## src/rtl/lfsr_burst_ctrl.sv

```systemverilog
// Command-driven burst sequencer around an 8-bit Galois m-sequence LFSR
// (x^8+x^6+x^5+x^4+1). Each command optionally seeds, then streams N states.
module lfsr_burst_ctrl #(
  parameter int         LEN_W       = 16,
  parameter logic [7:0] TOGGLE_MASK = 8'h71
) (
  input  logic             clk,
  input  logic             rst,
  input  logic             cmd_valid,
  output logic             cmd_ready,
  input  logic [7:0]       cmd_seed,
  input  logic             cmd_load,
  input  logic [LEN_W-1:0] cmd_len,
  input  logic             abort,
  output logic             out_valid,
  input  logic             out_ready,
  output logic [7:0]       out_data,
  output logic             out_last,
  output logic             busy,
  output logic             done,
  output logic             wrap,
  output logic [1:0]       dbg_state
);

  // Handshakes: a transfer happens on a rising edge where valid && ready.
  // Once out_valid is high, out_data/out_last stay stable until the word is
  // taken (or the burst is aborted); cmd_ready does not depend on cmd_valid.

  typedef enum logic [1:0] {
    IDLE = 2'd0,
    RUN  = 2'd1,
    DONE = 2'd2
  } state_t;

  state_t           state_q, state_d;
  logic [7:0]       lfsr_q, lfsr_d;
  logic [7:0]       start_q, start_d;
  logic [LEN_W-1:0] cnt_q, cnt_d;
  logic [LEN_W-1:0] len_q, len_d;
  logic             wrap_q, wrap_d;
  logic [7:0]       lfsr_adv;
  logic [7:0]       seed_safe;
  logic             is_last;

  assign lfsr_adv  = {lfsr_q[6:0], 1'b0} ^ (lfsr_q[7] ? TOGGLE_MASK : 8'h00);
  // All-zero is the lock-up state of the register, so it is never loaded.
  assign seed_safe = (cmd_seed == 8'h00) ? 8'h01 : cmd_seed;
  assign is_last   = (cnt_q == (len_q - LEN_W'(1)));

  always_comb begin
    state_d = state_q;
    lfsr_d  = lfsr_q;
    start_d = start_q;
    cnt_d   = cnt_q;
    len_d   = len_q;
    wrap_d  = 1'b0;
    unique case (state_q)
      IDLE: begin
        if (cmd_valid) begin
          if (cmd_load) lfsr_d = seed_safe;
          start_d = cmd_load ? seed_safe : lfsr_q;
          cnt_d   = '0;
          len_d   = cmd_len;
          state_d = (cmd_len == '0) ? DONE : RUN;
        end
      end
      RUN: begin
        if (out_ready) begin
          lfsr_d = lfsr_adv;
          cnt_d  = cnt_q + LEN_W'(1);
          wrap_d = (lfsr_adv == start_q);
          if (is_last) state_d = DONE;
        end
        // A word handshaken together with abort is still consumed above.
        if (abort) state_d = DONE;
      end
      DONE: begin
        state_d = IDLE;
      end
      default: begin
        state_d = IDLE;
      end
    endcase
  end

  always_ff @(posedge clk or posedge rst) begin
    if (rst) begin
      state_q <= IDLE;
      lfsr_q  <= 8'h01;
      start_q <= 8'h01;
      cnt_q   <= '0;
      len_q   <= '0;
      wrap_q  <= 1'b0;
    end else begin
      state_q <= state_d;
      lfsr_q  <= lfsr_d;
      start_q <= start_d;
      cnt_q   <= cnt_d;
      len_q   <= len_d;
      wrap_q  <= wrap_d;
    end
  end

  assign cmd_ready = (state_q == IDLE) && !rst;
  assign out_valid = (state_q == RUN);
  assign out_data  = lfsr_q;
  assign out_last  = (state_q == RUN) && is_last;
  assign busy      = (state_q == RUN) || (state_q == DONE);
  assign done      = (state_q == DONE);
  assign wrap      = wrap_q;
  assign dbg_state = state_q;

endmodule

```

## config.mk

```make
export PLATFORM = sky130hd
export DESIGN_NAME = lfsr_burst_ctrl
export DESIGN_NICKNAME = d
export VERILOG_FILES = /design/src/rtl/lfsr_burst_ctrl.sv
export SDC_FILE = /design/constraint.sdc
export NUM_CORES = 1
export LEC_CHECK = 0
export ABC_AREA = 1
export CAP_MARGIN = 40
export CORE_MARGIN = 2
export CORE_UTILIZATION = 40
export CTS_BUF_LIST = sky130_fd_sc_hd__clkbuf_4
export DETAILED_ROUTE_END_ITERATION = 8
export DONT_BUFFER_PORTS = 1
export PLACE_DENSITY = 0.56
export SETUP_SLACK_MARGIN = 0.02
export SLEW_MARGIN = 20
export SYNTH_ARGS = -nofsm -noshare
export SYNTH_HDL_FRONTEND = slang
export SYNTH_SLANG_ARGS = --single-unit
```

## constraint.sdc

```tcl
create_clock -name clk -period 4.9 [get_ports clk]
set_input_delay 1.47 -clock clk [delete_from_list [all_inputs] [get_ports clk]]
set_output_delay 1.47 -clock clk [all_outputs]
set_load 0.1 [all_outputs]
```

==> results of run 1 <==
-- registers in the layout (all words and copies together) (netlist names) --
name	cells
dbg_state	2
len_q	16
cnt_q	16
start_q	8
out_data	8
wrap	1
-- routing by layer --
layer | vias to the layer above | part of all wire [%] | wire length [um]
li1 | 1470 | - | -
met5 | - | 0 | 0
met2 | 57 | 46 | 3620
met4 | 0 | 1.3 | 101
met1 | 1320 | 48 | 3730
met3 | 9 | 5.0 | 396
-- power groups by stage --
stage | Clock (W) | Combinational, W | Sequential, W
6_report | 0.000208 | 0.00152 | 0.000796
5_1_grt | 0.000230 | 0.00168 | 0.000822
4_1_cts | 0.000217 | 0.00152 | 0.000797
3_5_place_dp | 0 | 0.00152 | 0.000806
3_3_place_gp | 0 | 0.00115 | 0.000972
2_1_floorplan | 0 | 0.000891 | 0.000997
-- worst max-delay path, cell delays in order, from the launching register on --
cell     delay (ps)
dfrtp_1         420
inv_1           140
ha_1            280
nand2_1         140
nor2_4          180
nand2_1          60
nand2_1          60
nand2_1          40
nor2_1           90
nand2_1          70
nor2_2          180
nand2_1          90
nor2_2           80
buf_4           290
-- layout make-up --
| class | count | area [um^2] |
|---|---|---|
| Clock buffer | 5 | 37.5 |
| Fill cell | 780 | 4130 |
| Inverter | 56 | 220 |
| Multi-Input combinational cell | 332 | 1680 |
| Sequential cell | 51 | 1280 |
| Timing Repair Buffer | 20 | 270 |
| Tap cell | 102 | 128 |
| Clock inverter | 3 | 22.5 |
-- kinds of logic after synthesis --
| family | count (synthesis) | synth area share (%) |
|---|---|---|
| xor gates and xnor gates | 18 | 4.91 |
| and+or+nand+nor | 235 | 32.8 |
| DFF | 51 | 39.8 |
| adders and majority gates | 5 | 1.95 |
| buffers and inverters | 65 | 8.07 |
| AOI/OAI and AO/OA | 74 | 12.4 |
-- synthesized netlist by cell type, types with 2 or more instances --
cell / count
nor3_1: 6
a21oi_1: 19
inv_1: 52
dfstp_2: 2
dfrtp_1: 49
o21ai_0: 41
nor4_1: 5
nand3b_1: 2
nand2_4: 2
nand4_1: 6
ha_1: 5
o22ai_1: 2
clkbuf_1: 8
xor2_1: 8
o21ai_1: 3
nor2_2: 8
nand2_2: 5
nand3_1: 24
nor2_4: 5
xnor2_1: 10
nor2_1: 37
nand2_1: 131
inv_2: 2
o21a_1: 2
a211oi_1: 2
-- per-stage QoR --
stage	hold WS [ps]	std cells	area (um^2)	utilization, %	setup WS, ps
2_1_floorplan	453	448	3210	-	234
3_3_place_gp	473	547	3350	43.1	1410
3_5_place_dp	474	560	3560	45.8	1360
4_1_cts	514	568	3620	46.6	921
5_1_grt	529	569	3630	46.8	727
6_report	510	569	3630	46.8	935
-- worst min path at each step --
stage / start / to / depth (start not counted)
final: start_q[5] / start_q[5] / 2
after global placement: start_q[6] / start_q[6] / 2
after CTS: start_q[0] / start_q[0] / 2
after floorplan: start_q[5] / start_q[5] / 2
after detailed placement: start_q[5] / start_q[5] / 2
after global routing: start_q[0] / start_q[0] / 2
==> flow_summary_export.csv, run 1 <==
group,metric,value,unit
run_status,status,"completed",
timing,worstMarginPinSlew,873,ps
setup_path,crit_required,3430,ps
synthesis,synth_nets,483,
clock_network,cts.sink_count,51,
global_route,top_usage_layer,"met2",
setup_path,reg2reg_to,"cnt_q[12]",
timing,drv_slew,0,
floorplan,start_util,41.3,%
global_route,grt_pass1_vias,2697,
floorplan,die_area,8760,um^2
synthesis,ys.flop_type,"dfrtp_1",
synthesis,synth_area_leaders,"dfrtp_1 38%, nand2_1 15%, o21ai_0 6.4%",
power,p_leak,1.73,nW
clock_network,cts_hold_buf,0,
route,route.detailed.drc,0,
setup_path,reg2reg_from,"dbg_state[0]",
timing,setup_tns,0,ps
timing,max_freq,252,MHz
synthesis,synth_edf_count,0,
power,powerDensity,693,nW/um^2
global_route,grtUsageMet1,26.5,%
synthesis,syn_area,3210,um^2
floorplan,fp.dieW,93.6,um
clock_network,cts.root.buffer_cell,"clkbuf_4",
synthesis,yosys.cell_types.count,37,
clock_network,tritoncts,"built",
route,dr.pass1.iters,4,
synthesis,ys_warn_count,0,
clock_network,cts_resized,0,
timing,relSlewSlack,41.8,%
setup_path,crit_path_start_kind,"flip-flop",
floorplan,ioPinCount,46,
power,cellInternalPower,0.00114,W
timing,fin_crit_sh,80.9,%
synthesis,yosysTopAreaCell,"dfrtp_1",
synthesis,synthCells,448,
placed_design,detailed_place_hpwl,6160,um
route,via_per_inst,5.02,
route,totalWireLength,7850,um
clock_network,cts_setup_buffers,0,
synthesis,synthArstFlopShare,100,%
timing,final-setup-viol-count,0,
cells_and_area,diodes,0,
synthesis,yosys.area.top_type_share,38.2,%
power,pwr-share-seq,31.6,%
setup_path,r2r_slack,2180,ps
job,drv_cap,0,
timing,hold_violations,0,
cells_and_area,nNetsFinal,501,
global_route,grt_max_degree,52,
timing,fin_crit,3960,ps
worst_hold_path,hp-class,"flip-flop to flip-flop",
setup_path,critPathArrivalTime,2490,ps
floorplan,rows,32,
global_route,gr-usage-met2,30.4,%
setup_path,startpoint,"len_q[0]",
route,avgRoutedWirePerCell,13.8,um
setup_path,path_class,"flip-flop to output port",
clock_network,clk_latency,390,ps
global_route,grt_pass1_wl,13200,um
global_route,met3_usage,4.35,%
global_route,grt_usage,19.2,%
route,detail-route-antenna-nets,0,
placed_design,portBuffers,0,
cells_and_area,syn_to_final_growth,13.2,%
route,drt_iter0_drc,139,
cells_and_area,final_common_cell,"nand2_1",
timing,final.setup_skew,18.0,ps
clock_network,cts_buffer_depth,2,
clock_network,cts_inserted_buffers,5,
route,vias,2856,
power,swShare,54.7,%
clock_network,cts.htree.levels,2,
placed_design,gp_congestion,0.814,
power,p_comb_share,60.1,%
synthesis,synth_seq_cells,51,
floorplan,die_y,93.6,um
setup_path,worstPathMaxFanout,6,
synthesis,syn_area_per_cell,7.16,um^2
power,clkPwrFrac,8.2,%
setup_path,ff2ff_path_depth,15,
synthesis,ys_seq_area_share,39.8,%
setup_path,crit_end,"out_last",
clock_network,clk_pin_slew,170,ps
global_route,antenna_found_initial,0,
power,p_total,0.00252,W
floorplan,core-area,7770,um^2
global_route,gr-total-overflow,0,
setup_path,crit_path_end_kind,"output port",
power,p_sw,0.00138,W
timing,rsz0062_at_grt,"false",
cells_and_area,layout-drive-gt1-share,11.3,%
cells_and_area,mostFrequentLayoutCells,"131 x nand2_1, 51 x inv_1, 49 x dfrtp_1, 41 x o21ai_0, 35 x nor2_1",
power,ir_worst_vdd,0.571,mV
Note: power is estimated with default switching activity, not from simulation.
==> run 2: changes to the inputs <==
--- a/config.mk
+++ b/config.mk
@@ -12,7 +12,7 @@
 export CTS_BUF_LIST = sky130_fd_sc_hd__clkbuf_4
 export DETAILED_ROUTE_END_ITERATION = 8
 export DONT_BUFFER_PORTS = 1
-export PLACE_DENSITY = 0.56
+export PLACE_DENSITY = 0.58
 export SETUP_SLACK_MARGIN = 0.02
 export SLEW_MARGIN = 20
 export SYNTH_ARGS = -nofsm -noshare
==> constraint.sdc (replaced) <==
create_clock -name clk -period 3.4 [get_ports clk]
set_input_delay 1.02 -clock clk [delete_from_list [all_inputs] [get_ports clk]]
set_output_delay 1.02 -clock clk [all_outputs]
set_load 0.1 [all_outputs]
==> flow_summary_export.csv, run 2 (synthesized netlist as in run 1, its figures left out) <==
group,metric,value,unit
run_status,status,"completed",
clock_network,clk_pin_slew,180,ps
cells_and_area,nNetsFinal,510,
setup_path,critPathArrivalTime,2190,ps
route,avgRoutedWirePerCell,13.8,um
floorplan,start_util,41.3,%
power,clkPwrFrac,8.4,%
floorplan,rows,32,
route,totalWireLength,7970,um
power,p_total,0.00375,W
power,ir_worst_vdd,0.709,mV
job,drv_cap,0,
floorplan,ioPinCount,46,
clock_network,cts_inserted_buffers,5,
floorplan,die_y,93.6,um
timing,relSlewSlack,41.3,%
setup_path,crit_top_cell,"nand2_1",
power,powerDensity,998,nW/um^2
timing,max_freq,311,MHz
timing,final-setup-viol-count,0,
floorplan,fp.dieW,93.6,um
route,dr.pass1.iters,4,
timing,fin_crit_sh,94.4,%
cells_and_area,mostFrequentLayoutCells,"129 x nand2_1, 49 x inv_1, 44 x dfrtp_1, 41 x o21ai_0, 32 x nor2_1",
clock_network,cts.htree.levels,2,
global_route,grt_usage,19.1,%
setup_path,cp_cell_sequence,"inv_2 > ha_4 > nand2_1 > nor2_4 > buf_4 > nand4_1 > nand2_1 > nor2_1 > nand2_1 > nor2_2 > nand2_2 > nor2_4 > buf_12",
timing,holdWs,419,ps
setup_path,crit_path_end_kind,"output port",
placed_design,detailed_place_hpwl,6070,um
timing,rsz0062_at_grt,"false",
timing,drv_slew,0,
placed_design,gp_congestion,0.868,
global_route,antenna_found_initial,0,
power,p_sw,0.00203,W
route,route.detailed.drc,0,
setup_path,path_class,"flip-flop to output port",
setup_path,max_stage_delay,440,ps
power,p_comb_share,60.6,%
power,p_leak,1.77,nW
global_route,grt_pass1_vias,2745,
timing,fin_crit,3210,ps
setup_path,crit_slowest_cell,"dfrtp_1",
setup_path,crit_required,2380,ps
cells_and_area,syn_to_final_growth,17.0,%
clock_network,tritoncts,"built",
cells_and_area,layout-drive-gt1-share,16.2,%
worst_hold_path,hp-class,"input port to asynchronous set/reset pin",
setup_path,worstPathMaxFanout,6,
global_route,grt_max_degree,26,
route,via_per_inst,4.99,
route,detail-route-antenna-nets,0,
timing,hold_violations,0,
timing,final.setup_skew,19.1,ps
floorplan,core-area,7770,um^2
clock_network,cts.root.buffer_cell,"clkbuf_4",
power,swShare,54.2,%
power,cellInternalPower,0.00172,W
cells_and_area,top_regs,"cnt_q x16, len_q x16",
timing,worstMarginPinSlew,881,ps
power,pwr-share-seq,31.0,%
floorplan,die_area,8760,um^2
route,drt_iter0_drc,122,
global_route,gr-total-overflow,0,
clock_network,cts_buffer_depth,2,
route,vias,2885,
setup_path,crit_path_start_kind,"flip-flop",
global_route,grt_pass1_wl,13100,um
clock_network,cts.sink_count,51,
cells_and_area,final_common_cell,"nand2_1",
placed_design,portBuffers,0,
clock_network,clk_latency,390,ps
cells_and_area,diodes,0,
-- run 2: worst paths after layout --
kind                                     to         start  cells after the start  slack (ps)
min in group clk                 start_q[5]    start_q[5]                      2         510
worst min-delay path            out_data[5]           rst                      1         420
worst min register to register   start_q[5]    start_q[5]                      2         510
max in group asynchronous          len_q[5]           rst                      2        2330
worst max-delay path               out_last      len_q[1]                     13         190
worst max register to register    cnt_q[12]  dbg_state[0]                     13        1170
-- run 2: cell type report --
cell class / instances / area, um^2
fill: 795 / 4010
multi-input combinational: 332 / 1720
sequential: 51 / 1280
timing repair buffer: 29 / 337
inverter: 56 / 218
tap: 102 / 128
clock buffer: 5 / 37.5
clock inverter: 3 / 27.5
-- run 2: power by group through the flow --
stage / clock network [W] / registers, W / logic [W]
after floorplan: 0 / 0.00144 / 0.00129
after global placement: 0 / 0.00141 / 0.00166
after detailed placement: 0 / 0.00116 / 0.00219
after CTS: 0.000321 / 0.00115 / 0.00220
after global routing: 0.000345 / 0.00120 / 0.00252
final: 0.000314 / 0.00116 / 0.00227
-- run 2: critical path, delay by kind of cell, from the launching register on --
kind / cells / cell delay [ps]
DFF: 1 / 440
and+or+nand+nor: 9 / 780
buffers and inverters: 3 / 390
adders and majority gates: 1 / 180
-- run 2: repair_timing --
item,CTS,global route
setup buffers,0,6
pin swaps,1,5
hold buffers,0,0
endpoints found under the setup margin,1,1
resized for setup,2,14
-- run 2: per-stage QoR --
| stage | area, um^2 | utilization, % | worst slack (ps) | instances | setup TNS (ps) |
|---|---|---|---|---|---|
| 5_1_grt | 3760 | 48.4 | 29.8 | 578 | 0 |
| 3_5_place_dp | 3600 | 46.4 | 384 | 564 | 0 |
| 4_1_cts | 3670 | 47.2 | 23.0 | 572 | 0 |
| 2_1_floorplan | 3220 | - | -62.0 | 448 | -62.0 |
| 3_3_place_gp | 3400 | 43.8 | 419 | 552 | 0 |
| 6_report | 3760 | 48.4 | 189 | 578 | 0 |
-- run 2: metal layers --
metal | vias to the layer above | share of wire, % | track usage [%]
met4 | 0 | 0.90 | 3.99
met3 | 8 | 4.8 | 3.46
met2 | 63 | 46 | 30.6
met5 | - | 0 | 0
li1 | 1485 | - | -
met1 | 1329 | 48 | 27.1
